[src/rtl/rx_chan_sequencer_if.sv]
// Bus bundle for rx_chan_sequencer: sample inputs, serial register writes,
// FIFO write port and status/debug outputs.
interface rx_chan_sequencer_if #(
    parameter int LVL_W = 12
) ();
    logic              rxstrobe;
    logic [15:0]       ch_0;
    logic [15:0]       ch_1;
    logic [15:0]       ch_2;
    logic [15:0]       ch_3;
    logic [6:0]        serial_addr;
    logic [31:0]       serial_data;
    logic              serial_strobe;
    logic              clear_status;
    logic              fifo_full;
    logic [LVL_W-1:0]  fifo_level;
    logic [31:0]       fifo_data;
    logic              fifo_wrreq;
    logic              have_pkt_rdy;
    logic              rx_overrun;
    logic [15:0]       debug_bus;

    modport master (
        output rxstrobe, ch_0, ch_1, ch_2, ch_3,
        output serial_addr, serial_data, serial_strobe, clear_status,
        output fifo_full, fifo_level,
        input  fifo_data, fifo_wrreq, have_pkt_rdy, rx_overrun, debug_bus
    );

    modport slave (
        input  rxstrobe, ch_0, ch_1, ch_2, ch_3,
        input  serial_addr, serial_data, serial_strobe, clear_status,
        input  fifo_full, fifo_level,
        output fifo_data, fifo_wrreq, have_pkt_rdy, rx_overrun, debug_bus
    );
endinterface

[src/rtl/rx_chan_sequencer.sv]
// Receive channel sequencer: scans enabled channels after each rxstrobe and
// packs 16-bit samples pairwise into 32-bit receive FIFO words.
module rx_chan_sequencer #(
    parameter logic [6:0]  SER_ADDR  = 7'd40,
    parameter int unsigned PKT_WORDS = 2048,
    parameter int          LVL_W     = 12
) (
    input  logic rx_clk,
    input  logic reset,
    rx_chan_sequencer_if.slave bus
);

    typedef enum logic [1:0] {
        ST_IDLE = 2'd0,
        ST_SEQ  = 2'd1
    } state_t;

    state_t           r_state;
    state_t           w_state_next;
    logic [1:0]       r_idx;
    logic [1:0]       w_idx_next;

    logic [15:0]      r_samp [4];
    logic [3:0]       r_shadow_mask;
    logic             r_shadow_en;
    logic             r_cfg_pending;
    logic [3:0]       r_act_mask;
    logic             r_act_en;
    logic             r_half_pend;
    logic [15:0]      r_half_data;
    logic [31:0]      r_fifo_data;
    logic             r_fifo_wrreq;
    logic             r_overrun;
    logic             r_pkt_rdy;

    logic             w_accept;
    logic             w_collision;
    logic             w_cfg_wr;
    logic             w_cfg_load;
    logic             w_take;
    logic [15:0]      w_sample;
    logic             w_drop;
    logic [LVL_W-1:0] w_level;
    logic [26:0]      w_unused_cfg_bits;

    assign w_level           = bus.fifo_level;
    assign w_unused_cfg_bits = bus.serial_data[31:5];

    assign w_cfg_wr    = bus.serial_strobe && (bus.serial_addr == SER_ADDR);
    assign w_accept    = (r_state == ST_IDLE) && bus.rxstrobe && r_act_en && (r_act_mask != '0);
    // Config only swaps in on idle cycles that are not starting a sequence.
    assign w_cfg_load  = (r_state == ST_IDLE) && !w_accept && r_cfg_pending;
    assign w_collision = (r_state == ST_SEQ) && bus.rxstrobe;

    always_ff @(posedge rx_clk or posedge reset) begin
        if (reset) begin
            r_state <= ST_IDLE;
            r_idx   <= '0;
        end else begin
            r_state <= w_state_next;
            r_idx   <= w_idx_next;
        end
    end

    always_comb begin
        w_state_next = r_state;
        w_idx_next   = r_idx;
        w_take       = 1'b0;
        w_sample     = r_samp[r_idx];
        w_drop       = 1'b0;
        case (r_state)
            ST_IDLE: begin
                if (w_accept) begin
                    w_state_next = ST_SEQ;
                    w_idx_next   = '0;
                end
            end
            ST_SEQ: begin
                w_take = r_act_mask[r_idx];
                w_drop = w_take && r_half_pend && bus.fifo_full;
                if (r_idx == 2'd3) begin
                    w_state_next = ST_IDLE;
                    w_idx_next   = '0;
                end else begin
                    w_idx_next = r_idx + 2'd1;
                end
            end
            default: begin
                w_state_next = ST_IDLE;
                w_idx_next   = '0;
            end
        endcase
    end

    always_ff @(posedge rx_clk or posedge reset) begin
        if (reset) begin
            for (int unsigned i = 0; i < 4; i++) begin
                r_samp[i] <= '0;
            end
            r_shadow_mask <= '0;
            r_shadow_en   <= 1'b0;
            r_cfg_pending <= 1'b0;
            r_act_mask    <= '0;
            r_act_en      <= 1'b0;
            r_half_pend   <= 1'b0;
            r_half_data   <= '0;
            r_fifo_data   <= '0;
            r_fifo_wrreq  <= 1'b0;
            r_overrun     <= 1'b0;
            r_pkt_rdy     <= 1'b0;
        end else begin
            r_fifo_wrreq <= 1'b0;
            r_pkt_rdy    <= (32'(w_level) >= PKT_WORDS);

            if (w_accept) begin
                r_samp[0] <= bus.ch_0;
                r_samp[1] <= bus.ch_1;
                r_samp[2] <= bus.ch_2;
                r_samp[3] <= bus.ch_3;
            end

            if (w_cfg_load) begin
                r_act_mask    <= r_shadow_mask;
                r_act_en      <= r_shadow_en;
                r_cfg_pending <= 1'b0;
                r_half_pend   <= 1'b0;
            end

            // A write landing on a load cycle re-arms pending for the next idle cycle.
            if (w_cfg_wr) begin
                r_shadow_mask <= bus.serial_data[3:0];
                r_shadow_en   <= bus.serial_data[4];
                r_cfg_pending <= 1'b1;
            end

            if (w_take) begin
                if (!r_half_pend) begin
                    r_half_data <= w_sample;
                    r_half_pend <= 1'b1;
                end else begin
                    r_half_pend <= 1'b0;
                    if (!bus.fifo_full) begin
                        r_fifo_data  <= {r_half_data, w_sample};
                        r_fifo_wrreq <= 1'b1;
                    end
                end
            end

            if (w_collision || w_drop) begin
                r_overrun <= 1'b1;
            end else if (bus.clear_status) begin
                r_overrun <= 1'b0;
            end
        end
    end

    assign bus.fifo_data    = r_fifo_data;
    assign bus.fifo_wrreq   = r_fifo_wrreq;
    assign bus.rx_overrun   = r_overrun;
    assign bus.have_pkt_rdy = r_pkt_rdy;
    assign bus.debug_bus    = {4'b0000, r_act_en, r_act_mask, r_overrun,
                               r_fifo_wrreq, r_half_pend, r_idx, r_state};

endmodule

[src/flat_wrapper.sv]
// flat-port wrapper written by rule: the top's interface ports become plain ports
module rx_chan_sequencer_flat 
#(
    parameter logic [6:0]  SER_ADDR  = 7'd40,
    parameter int unsigned PKT_WORDS = 2048,
    parameter int          LVL_W     = 12
)
  (rx_clk, reset, bus_rxstrobe, bus_ch_0, bus_ch_1, bus_ch_2, bus_ch_3, bus_serial_addr, bus_serial_data, bus_serial_strobe, bus_clear_status, bus_fifo_full, bus_fifo_level, bus_fifo_data, bus_fifo_wrreq, bus_have_pkt_rdy, bus_rx_overrun, bus_debug_bus);
  rx_chan_sequencer_if #(.LVL_W(LVL_W)) bus_i ();
  input  logic rx_clk;
  input  logic reset;
  input wire logic [$bits(bus_i.rxstrobe)-1:0] bus_rxstrobe;
  input wire logic [$bits(bus_i.ch_0)-1:0] bus_ch_0;
  input wire logic [$bits(bus_i.ch_1)-1:0] bus_ch_1;
  input wire logic [$bits(bus_i.ch_2)-1:0] bus_ch_2;
  input wire logic [$bits(bus_i.ch_3)-1:0] bus_ch_3;
  input wire logic [$bits(bus_i.serial_addr)-1:0] bus_serial_addr;
  input wire logic [$bits(bus_i.serial_data)-1:0] bus_serial_data;
  input wire logic [$bits(bus_i.serial_strobe)-1:0] bus_serial_strobe;
  input wire logic [$bits(bus_i.clear_status)-1:0] bus_clear_status;
  input wire logic [$bits(bus_i.fifo_full)-1:0] bus_fifo_full;
  input wire logic [$bits(bus_i.fifo_level)-1:0] bus_fifo_level;
  output wire logic [$bits(bus_i.fifo_data)-1:0] bus_fifo_data;
  output wire logic [$bits(bus_i.fifo_wrreq)-1:0] bus_fifo_wrreq;
  output wire logic [$bits(bus_i.have_pkt_rdy)-1:0] bus_have_pkt_rdy;
  output wire logic [$bits(bus_i.rx_overrun)-1:0] bus_rx_overrun;
  output wire logic [$bits(bus_i.debug_bus)-1:0] bus_debug_bus;
  assign bus_i.rxstrobe = bus_rxstrobe;
  assign bus_i.ch_0 = bus_ch_0;
  assign bus_i.ch_1 = bus_ch_1;
  assign bus_i.ch_2 = bus_ch_2;
  assign bus_i.ch_3 = bus_ch_3;
  assign bus_i.serial_addr = bus_serial_addr;
  assign bus_i.serial_data = bus_serial_data;
  assign bus_i.serial_strobe = bus_serial_strobe;
  assign bus_i.clear_status = bus_clear_status;
  assign bus_i.fifo_full = bus_fifo_full;
  assign bus_i.fifo_level = bus_fifo_level;
  assign bus_fifo_data = bus_i.fifo_data;
  assign bus_fifo_wrreq = bus_i.fifo_wrreq;
  assign bus_have_pkt_rdy = bus_i.have_pkt_rdy;
  assign bus_rx_overrun = bus_i.rx_overrun;
  assign bus_debug_bus = bus_i.debug_bus;
  rx_chan_sequencer #(.SER_ADDR(SER_ADDR), .PKT_WORDS(PKT_WORDS), .LVL_W(LVL_W)) u_core (.rx_clk(rx_clk), .reset(reset), .bus(bus_i));
endmodule
[config.mk]
export PLATFORM = sky130hd
export DESIGN_NAME = rx_chan_sequencer_flat
export DESIGN_NICKNAME = d
export VERILOG_FILES = /design/src/rtl/rx_chan_sequencer_if.sv /design/src/rtl/rx_chan_sequencer.sv /design/src/flat_wrapper.sv
export SDC_FILE = /design/constraint.sdc
export NUM_CORES = 1
export LEC_CHECK = 0
export BUFFER_PORTS_ARGS = -buffer_cell sky130_fd_sc_hd__buf_2
export CORE_ASPECT_RATIO = 0.75
export CORE_MARGIN = 2
export CORE_UTILIZATION = 36
export CTS_BUF_LIST = sky130_fd_sc_hd__clkbuf_8
export DETAILED_ROUTE_END_ITERATION = 16
export PLACE_DENSITY = 0.61
export SLEW_MARGIN = 20
export SYNTH_ARGS = -nofsm -noshare
export SYNTH_HDL_FRONTEND = slang
export SYNTH_SLANG_ARGS = --single-unit
[constraint.sdc]
create_clock -name rx_clk -period 5.99 [get_ports rx_clk]
set_input_delay 0.599 -clock rx_clk [delete_from_list [all_inputs] [get_ports rx_clk]]
set_output_delay 0.599 -clock rx_clk [all_outputs]
set_load 0.05 [all_outputs]
==> results.md, run 1 <==
* Status: finished, final reports clean
* Crit-path slowest cell: buf_4
* Routed wire length at 11100 µm
* Sink Count at 130
* Main flop type after synthesis: dfrtp_1
* Period utilization at ~36%
* HP Class: in2reg
* Part of the power in registers at 50.0%
* Pleak at about 3.6 nW
* Drt drc at 0
* Postcts setup bufs at 0
* Design Power at 1.78 mW
* Sequential-to-total area share from yosys stat at 59.5%
* Vias/cell at roughly 4.7
* Min Hold Slack at 0.266 ns
* Post-synth top area cell: dfrtp_1
* Post_cts resized at 0
* Rel. slew slack at 41.5%
* Clk_lat worst skew at 0.44 ns
* Synth top area share at 59.5%
* Slew at the pin with the worst max-slew slack at 0.878 ns
* Gate power share at 4.4%
* Synth warn at 0
* Max frequency at 0.469 GHz
* Worst Setup SP: u_core.r_idx[0]
* Layout Utilization at between 40% and 50%
* RR Endpoint: u_core.bus.fifo_data[20]
* Ant. Diodes at 0
* R2R depth at 3
* Pwr dens at 268 nW/µm²
* Core area at 14600 µm²
* Clock buffer depth at 2
* CTS Hold Bufs at 0
* Iteration-0 DRC count of the detailed router at 124
* First-pass GRT wire length at 18500 µm
* Die Span Y at ~110 µm
* CTS tree: done
* Vias in the first global route at 3458
* Worst reg2reg setup slack at approximately 4.0 ns
* CP startpoint kind: flop
* Final Max Slew Viols at 0
* Peak VDD IR at 0.210 mV
* Overall Global Routing Usage at 14.9%
* Setup CP Type: reg2out
* RSZ-0062 raised after global routing: no
* Fill cell count at 1343
* Initial core utilization at 37.3%
* Non-filler cells, final at 674
* WL/cell at 16.4 µm
* I/O pins at 172
* Die X at 146 µm
* Die area at ~16000 µm²
* Vias at approximately 3200
* Synth top cells by count: dfrtp_1 (130), mux2_2 (120), mux4_2 (17)
* Gpl congestion at about 0.73
* Net Switching at 0.405 mW
* Slowest cell delay on critical path at 0.38 ns
* Worst-path maximum fanout at 20
* Gate Count Post-Synth at between 300 and 400
* Switching power share of the total at 22.8%
* Setup violations, final at 0
* Most common cell in the netlist: dfrtp_1
* Setup tns final at 0 ns
* I/O Buffers at 128
* Post-Syn Area at 5470 µm²
* Synth cell types at 31
* Grt ovf at 0
* Required time of the critical path at 5.39 ns
* RR Startpoint: u_core.r_idx[1]
* Setup crit end kind: output pin
* Max_cap viols at 0
* Initial antenna violation count at 0
* Pre-antenna DRT Iters at 4
* Post-route minimum period at 2.13 ns
* Ys async rst share at 100%
* Area delta synth->final at 21.4%
* Placed Cells incl. Taps at 642
* Power share of the clock group at 45.6%
* Setup crit end: bus_debug_bus[2]
* Critical Path AT at approximately 1.5 ns
* Int Power at 1.37 mW
* DP Wirelength at roughly 7800 µm
* Cts bufs inserted at 17
* Pin count of the biggest net entering global routing at 72
* Post-synth EDFFs at 0
* Nets at 583
* Clk_skew at about 0.011 ns
* H-tree depth at 4
* Num rows at 38
* Layout cells sized above 1 at 64.6%
* CP Cell Sequence: buf_4 > buf_2
* Largest cells by area after synthesis: dfrtp_1 (60%), mux2_2 (25%), mux4_2 (7.0%)
* Clock Root Buffer: clkbuf_8
* Worst Hold Path Cells at 1
* CTS clk-pin slew, worst paths at around 0.080 ns
* Yosys reg bits at 130
* Mean Syn Cell Area at between 15 and 20 µm²
* Final Hold Violating Endpoints at 0
* Antenna Violating Nets Remaining at 0
## how the worst min path moves through the flow
| stage | start | endpoint |
|---|---|---|
| 5_1_grt | bus_fifo_level[11] | u_core.bus.have_pkt_rdy |
| 3_5_place_dp | u_core.bus.fifo_data[19] | u_core.bus.fifo_data[19] |
| 2_1_floorplan | u_core.r_shadow_en | u_core.r_act_en |
| 3_3_place_gp | u_core.bus.fifo_data[26] | u_core.bus.fifo_data[26] |
| 4_1_cts | bus_fifo_level[11] | u_core.bus.have_pkt_rdy |
| 6_report | bus_fifo_level[11] | u_core.bus.have_pkt_rdy |
## cells by family (layout without fill, tap and decap cells)
| group | after synthesis | count (layout) | synth area share, % |
|---|---|---|---|
| flops | 130 | 130 | 59.5 |
| simple gates | 17 | 17 | 2.40 |
| compound gates | 11 | 11 | 1.21 |
| other cells | 1 | 5 | 0.0686 |
| xor+xnor | 1 | 1 | 0.160 |
| buf+inv | 32 | 171 | 4.40 |
| mux | 138 | 138 | 32.0 |
| fa+ha+maj | 1 | 1 | 0.229 |
## cells in the final DEF, fill, tap and decap left out, types with 2 or more instances in the layout
master	n
dfrtp_1	130
buf_2	128
mux2_2	120
clkbuf_8	21
mux4_2	17
inv_1	6
o21ai_0	5
conb_1	5
buf_4	5
nand2_1	4
inv_6	4
bufinv_16	3
nand2b_1	2
a21oi_1	2
clkinvlp_4	2
## flip-flops by register name, indices dropped and copies added (netlist names)
| register | flops |
|---|---|
| u_core.r_shadow_en | 1 |
| u_core.r_act_en | 1 |
| u_core.bus.fifo_wrreq | 1 |
| u_core.bus.have_pkt_rdy | 1 |
| u_core.r_half_data | 16 |
| u_core.bus.fifo_data | 32 |
| u_core.r_cfg_pending | 1 |
| u_core.r_state | 1 |
| u_core.r_act_mask | 4 |
| u_core.bus.rx_overrun | 1 |
| u_core.r_samp | 64 |
| u_core.r_idx | 2 |
| u_core.r_shadow_mask | 4 |
| u_core.r_half_pend | 1 |
## cell type report
class / instances / area, µm² / share of cell area, %
clock buffers: 21 / 289 / 4.36
clock inverters: 11 / 149 / 2.24
inverters: 6 / 25.0 / 0.377
multi-input cells: 173 / 1990 / 30.0
flip-flops and latches: 130 / 3250 / 49.0
well taps: 200 / 250 / 3.77
repair buffers: 133 / 678 / 10.2
## power groups by stage
stage | Sequential [mW] | Clock [mW] | Combinational, mW
finish | 0.889 | 0.811 | 0.0786
global route | 0.890 | 0.883 | 0.0882
CTS | 0.889 | 0.836 | 0.0812
detailed placement | 0.906 | 0 | 0.0812
global placement | 0.906 | 0 | 0.0798
floorplan | 0.908 | 0 | 0.0441
## metal layers
layer / vias up / global-route usage, % / routed length, µm
met2: 95 / 21.0 / 4730
li1: 1446 / - / -
met5: - / 0 / 0
met3: 12 / 5.23 / 657
met1: 1598 / 21.3 / 5560
met4: 0 / 5.05 / 128
## critical path, delay by kind of cell (launching register included)
kind	cells	cell delay, ns
flip-flops	1	0.37
buffers and inverters	2	0.73
## stage by stage
step / worst slack, ns / instance area (µm²)
3_3_place_gp: 3.82 / 6200
3_5_place_dp: 3.78 / 6200
5_1_grt: 3.70 / 6640
6_report: 3.86 / 6640
2_1_floorplan: 1.92 / 5480
4_1_cts: 3.78 / 6640
Note: power is estimated with default switching activity, not from simulation.
==> run 2, diff against run 1 <==
--- a/config.mk
+++ b/config.mk
@@ -5,13 +5,14 @@
 export SDC_FILE = /design/constraint.sdc
 export NUM_CORES = 1
 export LEC_CHECK = 0
+export ABC_AREA = 1
 export BUFFER_PORTS_ARGS = -buffer_cell sky130_fd_sc_hd__buf_2
 export CORE_ASPECT_RATIO = 0.75
 export CORE_MARGIN = 2
 export CORE_UTILIZATION = 36
 export CTS_BUF_LIST = sky130_fd_sc_hd__clkbuf_8
 export DETAILED_ROUTE_END_ITERATION = 16
-export PLACE_DENSITY = 0.61
+export PLACE_DENSITY = 0.6
 export SLEW_MARGIN = 20
 export SYNTH_ARGS = -nofsm -noshare
 export SYNTH_HDL_FRONTEND = slang
==> constraint.sdc (replaced) <==
create_clock -name rx_clk -period 2.02 [get_ports rx_clk]
set_input_delay 0.202 -clock rx_clk [delete_from_list [all_inputs] [get_ports rx_clk]]
set_output_delay 0.202 -clock rx_clk [all_outputs]
set_load 0.05 [all_outputs]
==> results.md, run 2 <==
* Gate power share at 43.5% (+39 points)
* Layout cells sized above 1 at 28.3% (-36 points)
* CP startpoint kind: flop
* Ys async rst share at 100% (unchanged)
* Pwr dens at 1410 nW/µm² (+430%)
* Peak VDD IR at 0.760 mV (+260%)
* DP Wirelength at 10400 µm (+33%)
* Initial antenna violation count at 0 (unchanged)
* Worst Setup SP: u_core.r_idx[1]
* H-tree depth at 4 (unchanged)
* Sequential-to-total area share from yosys stat at 52.3% (-7.3 points)
* Post-synth top area cell: dfrtp_1
* Main flop type after synthesis: dfrtp_1
* Core area at 16900 µm² (+15%)
* Post-synth EDFFs at 0 (unchanged)
* Status: finished, final reports clean
* Setup crit end kind: flop
* I/O Buffers at 128 (unchanged)
* Clk_lat worst skew at 0.46 ns (+0.02 ns)
* Vias/cell at 4.58 (-2.1%)
* Yosys reg bits at 130 (unchanged)
* Setup violations, final at 0 (unchanged)
* Pleak at 4.24 nW (+19%)
* Synth warn at 0 (unchanged)
* Clk_skew at 0.0133 ns (+0.00226 ns)
* Most frequent cells in the layout: nand2_1 (196), dfrtp_1 (129), buf_2 (128)
* Final Max Slew Viols at 0 (unchanged)
* RR Startpoint: u_core.r_idx[1]
* Grt ovf at 0 (unchanged)
* Design Power at 11.2 mW (+530%)
* Ant. Diodes at 0 (unchanged)
* Setup crit end: u_core.bus.fifo_data[8]
* Critical Path AT at 2.20 ns (+0.67 ns)
* CTS clk-pin slew, worst paths at 0.08 ns (about the same)
* Post-route minimum period at 1.85 ns
* Num rows at 41 (+7.9%)
* Setup CP Type: reg2reg
* Net Switching at 4.96 mW (+1100%)
* Initial core utilization at 36.9% (-0.43 points)
* CTS tree: done
* Gate Count Post-Synth at 710 (+110%)
* Cts bufs inserted at 17 (unchanged)
* Pin count of the biggest net entering global routing at 62 (-14%)
* Most common cell after layout, fill and taps aside: nand2_1
* Synth top area share at 52.3% (-7.3 points)
* R2R depth at 6 (+3)
* Mean Syn Cell Area at 8.77 µm² (-47%)
* Most common cell in the netlist: nand2_1
* Iteration-0 DRC count of the detailed router at 236 (+90%)
* RR Endpoint: u_core.bus.fifo_data[8]
* First-pass GRT wire length at 26000 µm (+41%)
* Area delta synth->final at 27.6%
* Setup Slack @ Placement at 0.147 ns (-3.63 ns)
* Sink Count at 130 (unchanged)
* Placed Cells incl. Taps at 1014 (+58%)
* Routed wire length at 16100 µm (+45%)
* Max_cap viols at 0 (unchanged)
* Vias at 5060 (+61%)
* Synth cell types at 28 (-9.7%)
* Die X at 156 µm (+6.5%)
* Clock Root Buffer: clkbuf_8
* Power share of the clock group at 21.2% (-24 points)
* Non-filler cells, final at 1105 (+64%)
* Final Hold Violating Endpoints at 0 (unchanged)
* WL/cell at 14.6 µm (-11%)
* I/O pins at 172 (unchanged)
* Die area at 18400 µm² (+13%)
* Part of the power in registers at 35.4% (-15 points)
* Clock buffer depth at 2 (unchanged)
* Worst-path maximum fanout at 18 (-10%)
* Nets at 999 (+71%)
* Gpl congestion at 0.739 (+1.1%)
* Die Span Y at 118 µm (+6.5%)
* Fin worst setup slack at 0.166 ns (-3.69 ns)
* Post-Syn Area at 6230 µm² (+14%)
* Drt drc at 0 (unchanged)
* Biggest register: u_core.r_samp
* Worst reg2reg setup slack at 0.17 ns (-3.81 ns)
* Switching power share of the total at 44.3% (+22 points)
* Largest cells by area after synthesis: dfrtp_1 (52%), nand2_1 (12%), a21oi_2 (8.4%)
* Synth top cells by count: nand2_1 (196), dfrtp_1 (130), inv_1 (79)
* Period utilization at between 90% and 100%
* Vias in the first global route at 5036 (+46%)
* Required time of the critical path at 2.37 ns (-3.02 ns)
* Int Power at 6.24 mW (+350%)
* Max reg flops at 64 (unchanged)
* Overall Global Routing Usage at 18.2% (+3.4 points)
* Pre-antenna DRT Iters at 5 (+1)
* Setup tns final at 0 ns (unchanged)
* HP Class: in2reg
* Antenna Violating Nets Remaining at 0 (unchanged)
* Max frequency at around 0.54 GHz
run 2: layout make-up:
class,count,area (µm²)
multi-input combinational,447,2280
fill,1710,8930
timing repair buffer,198,1400
clock inverter,13,160
clock buffer,19,262
sequential,130,3250
tap,215,269
inverter,83,320
run 2: stage by stage:
step                      hold slack [ns]  util, %  area, µm²
final                              0.0169     47.1       7950
after global placement              0.171     41.1       6930
after detailed placement            0.170     41.1       6930
after global routing              0.00471     47.1       7950
after floorplan                     0.300        -       6240
after CTS                         0.00125     46.9       7910
run 2: layer usage:
layer	vias to the layer above	track usage [%]	part of all wire [%]
met4	0	5.56	0.71
met3	8	4.16	4.3
met5	-	0	0
met1	2351	26.5	50
met2	126	27.0	45
li1	2575	-	-
run 2: worst min-delay path by stage:
stage	start	to	depth (start not counted)
4_1_cts	bus_ch_2[3]	u_core.r_samp[19]	3
3_3_place_gp	reset	u_core.r_samp[41]	2
6_report	bus_ch_2[7]	u_core.r_samp[23]	3
2_1_floorplan	bus_fifo_level[11]	u_core.bus.have_pkt_rdy	1
3_5_place_dp	reset	u_core.r_samp[41]	2
5_1_grt	bus_fifo_full	u_core.bus.rx_overrun	3
run 2: logic make-up after synthesis:
logic type	count (synthesis)	synth area share [%]
simple gates	360	25.6
fa+ha+maj	1	0.201
compound gates	80	10.1
other cells	1	0.0602
buf+inv	138	11.7
flops	130	52.3
run 2: what timing repair did:
| item | CTS | global route |
|---|---|---|
| setup endpoints to repair | 0 | 10 |
| gates resized for setup | 0 | 1 |
| hold endpoints to repair | 63 | 2 |
| setup buffers | 0 | 0 |
| hold buffers | 56 | 2 |
run 2: power groups by stage:
stage / sequential (mW) / combinational, mW / clock (mW)
after floorplan: 4.72 / 2.91 / 0
after global placement: 3.99 / 4.73 / 0
after detailed placement: 4.01 / 4.79 / 0
after CTS: 3.96 / 4.89 / 2.42
after global routing: 4.07 / 5.39 / 2.55
final: 3.96 / 4.87 / 2.37
run 2: worst max-delay path, cell delays in order, from the launching register on:
cell,delay (ns)
dfrtp_1,0.53
inv_4,0.27
nand3_2,0.12
nand2_4,0.23
nand3_2,0.36
nand2_1,0.17
nand2_1,0.06
==> run 3, diff against run 2 <==
--- a/config.mk
+++ b/config.mk
@@ -5,14 +5,13 @@
 export SDC_FILE = /design/constraint.sdc
 export NUM_CORES = 1
 export LEC_CHECK = 0
-export ABC_AREA = 1
 export BUFFER_PORTS_ARGS = -buffer_cell sky130_fd_sc_hd__buf_2
 export CORE_ASPECT_RATIO = 0.75
 export CORE_MARGIN = 2
-export CORE_UTILIZATION = 36
+export CORE_UTILIZATION = 53
 export CTS_BUF_LIST = sky130_fd_sc_hd__clkbuf_8
 export DETAILED_ROUTE_END_ITERATION = 16
-export PLACE_DENSITY = 0.6
+export PLACE_DENSITY = 0.83
 export SLEW_MARGIN = 20
 export SYNTH_ARGS = -nofsm -noshare
 export SYNTH_HDL_FRONTEND = slang
==> results.md, run 3 (same netlist as run 1, synthesis figures left out) <==
* Status: finished, final reports clean
* Iteration-0 DRC count of the detailed router at 166 (-30%)
* Slowest cell delay on critical path at 0.59 ns (+0.06 ns)
* Required time of the critical path at 2.34 ns (-0.03 ns)
* Min Hold Slack at 0.0329 ns (+0.0161 ns)
* Initial antenna violation count at 0 (unchanged)
* Die X at 121 µm (-22%)
* Setup crit end kind: flop
* I/O pins at 172 (unchanged)
* Vias in the first global route at 3749 (-26%)
* Biggest register: u_core.r_samp
* Clock buffer depth at 2 (unchanged)
* Vias at 3484 (-31%)
* Met1 usage at 29.9% (+3.4 points)
* CTS tree: done
* RR Startpoint: u_core.r_act_mask[3]
* Ant. Diodes at 0 (unchanged)
* Max_cap viols at 0 (unchanged)
* RR Endpoint: u_core.bus.fifo_data[24]
* Worst-path maximum fanout at 15 (-3)
* Nets at 658 (-34%)
* Cts bufs inserted at 17 (unchanged)
* WL/cell at 17.2 µm (+18%)
* Crit-path slowest cell: mux4_2
* Core area at 10200 µm² (-40%)
* Post-route minimum period at 1.87 ns (+0.0166 ns)
* H-tree depth at 4 (unchanged)
* Pwr dens at 762 nW/µm² (-46%)
* Die Span Y at 91.9 µm (-22%)
* Met3 Use GR at 5.78% (+1.6 points)
* CP startpoint kind: flop
* Die area at 11100 µm² (-39%)
* Worst reg2reg setup slack at 0.15 ns (-0.02 ns)
* Final Max Slew Viols at 0 (unchanged)
* Gpl congestion at 0.796 (+7.7%)
* Postcts setup bufs at 0 (unchanged)
* Max frequency at 0.534 GHz (-0.89%)
* Sink Count at 130 (unchanged)
* Met2 Use GR at 38.0% (+11 points)
* RSZ-0062 raised after global routing: no
* Most frequent cells in the layout: buf_2 (128), dfrtp_1 (128), mux2_2 (118)
* Fill cell count at 651 (-62%)
* Period utilization at 92.6% (+0.82 points)
* Vias/cell at 5.09 (+11%)
* CTS clk-pin slew, worst paths at 0.07 ns (about the same)
* Worst Hold Path Cells at 2 (-1)
* DP Wirelength at 7520 µm (-28%)
* Setup violations, final at 0 (unchanged)
* Clk_lat worst skew at 0.44 ns (-0.02 ns)
* I/O Buffers at 128 (unchanged)
* Grt ovf at 0 (unchanged)
* Placed cell areas at 6230 µm² (-10%)
* Pre-antenna DRT Iters at 4 (-1)
* Antenna Violating Nets Remaining at 0 (unchanged)
* Slew at the pin with the worst max-slew slack at 0.577 ns
* Hold Path End: u_core.r_samp[62]
* Clk_skew at 0.00970 ns (-0.00363 ns)
* Initial core utilization at 53.7% (+17 points)
* Area delta synth->final at 35.8%
* Num rows at 32 (-22%)
* Setup CP Type: reg2reg
* Routed wire length at 11800 µm (-27%)
* Design area at 7420 µm² (-6.6%)
* Pin count of the biggest net entering global routing at 71 (+15%)
* Layout Utilization at 73.0% (+26 points)
* Drt drc at 0 (unchanged)
* Rel. slew slack at 61.2%
* Hold Startpoint: bus_ch_0[14]
* R2R depth at 4 (-2)
* Overall Global Routing Usage at 23.0% (+4.8 points)
* HP Class: in2reg
* Pleak at 3.93 nW (-7.2%)
* GRT busiest layer: met2
* Peak VDD IR at 0.577 mV (-24%)
* Final Hold Violating Endpoints at 0 (unchanged)
* CP Cell Sequence: mux4_2 > nand4b_4 > buf_12 > mux2_2
* Clock Root Buffer: clkbuf_8
* Critical Path AT at 2.19 ns (about the same)
* First-pass GRT wire length at 19100 µm (-26%)
* Layout cells sized above 1 at 57.0% (+29 points)
* Max reg flops at 64 (unchanged)
## run 3: per-layer routing
layer  vias to the layer above  share of wire (%)
li1                       1595                  -
met1                      1773                 44
met2                       104                 51
met3                        12                4.3
met4                         0                1.0
met5                         -                  0
## run 3: what timing repair did
item / 4_1_cts / 5_1_grt
gates resized for setup: 0 / 0
hold buffers: 68 / 2
hold endpoints to repair: 197 / 2
## run 3: worst max path at each step
stage,startpoint,to,slack [ns],depth (start not counted)
after global placement,u_core.r_act_mask[3],u_core.bus.fifo_data[8],0.19,4
after CTS,u_core.r_act_mask[3],u_core.bus.fifo_data[24],0.15,4
final,u_core.r_act_mask[3],u_core.bus.fifo_data[24],0.15,4
after detailed placement,u_core.r_act_mask[3],u_core.bus.fifo_data[2],0.17,4
after floorplan,u_core.r_idx[1],u_core.bus.fifo_data[0],-0.02,5
after global routing,u_core.r_act_mask[3],u_core.bus.fifo_data[5],0.09,4
## run 3: area by class of cell
cell class	count	area, µm²	area share (%)
Sequential cell	130	3260	43.9
Multi-Input combinational cell	173	2000	26.9
Timing Repair Buffer	208	1480	19.9
Clock buffer	23	317	4.27
Clock inverter	9	174	2.34
Tap cell	136	170	2.29
Inverter	6	26.3	0.354
## run 3: critical path: cells and delay by family (launching register included)
kind / cells / cell delay (ns)
buffers and inverters: 1 / 0.18
AND/OR/NAND/NOR: 1 / 0.21
flip-flops: 1 / 0.42
multiplexers: 2 / 0.94
## run 3: where the power goes
part           total, mW  switching, mW  internal (mW)
Sequential          2.64         0.0159           2.62
Combinational      0.355          0.165          0.190
Clock               2.66          0.997           1.66
## run 3: per-stage QoR
step / setup TNS (ns) / setup WS, ns / total power, mW / std cells
2_1_floorplan: -0.467 / -0.0185 / 2.83 / 335
3_3_place_gp: 0 / 0.185 / 2.93 / 583
3_5_place_dp: 0 / 0.173 / 2.94 / 583
4_1_cts: 0 / 0.153 / 5.70 / 683
5_1_grt: 0 / 0.0903 / 5.86 / 685
6_report: 0 / 0.149 / 5.65 / 685
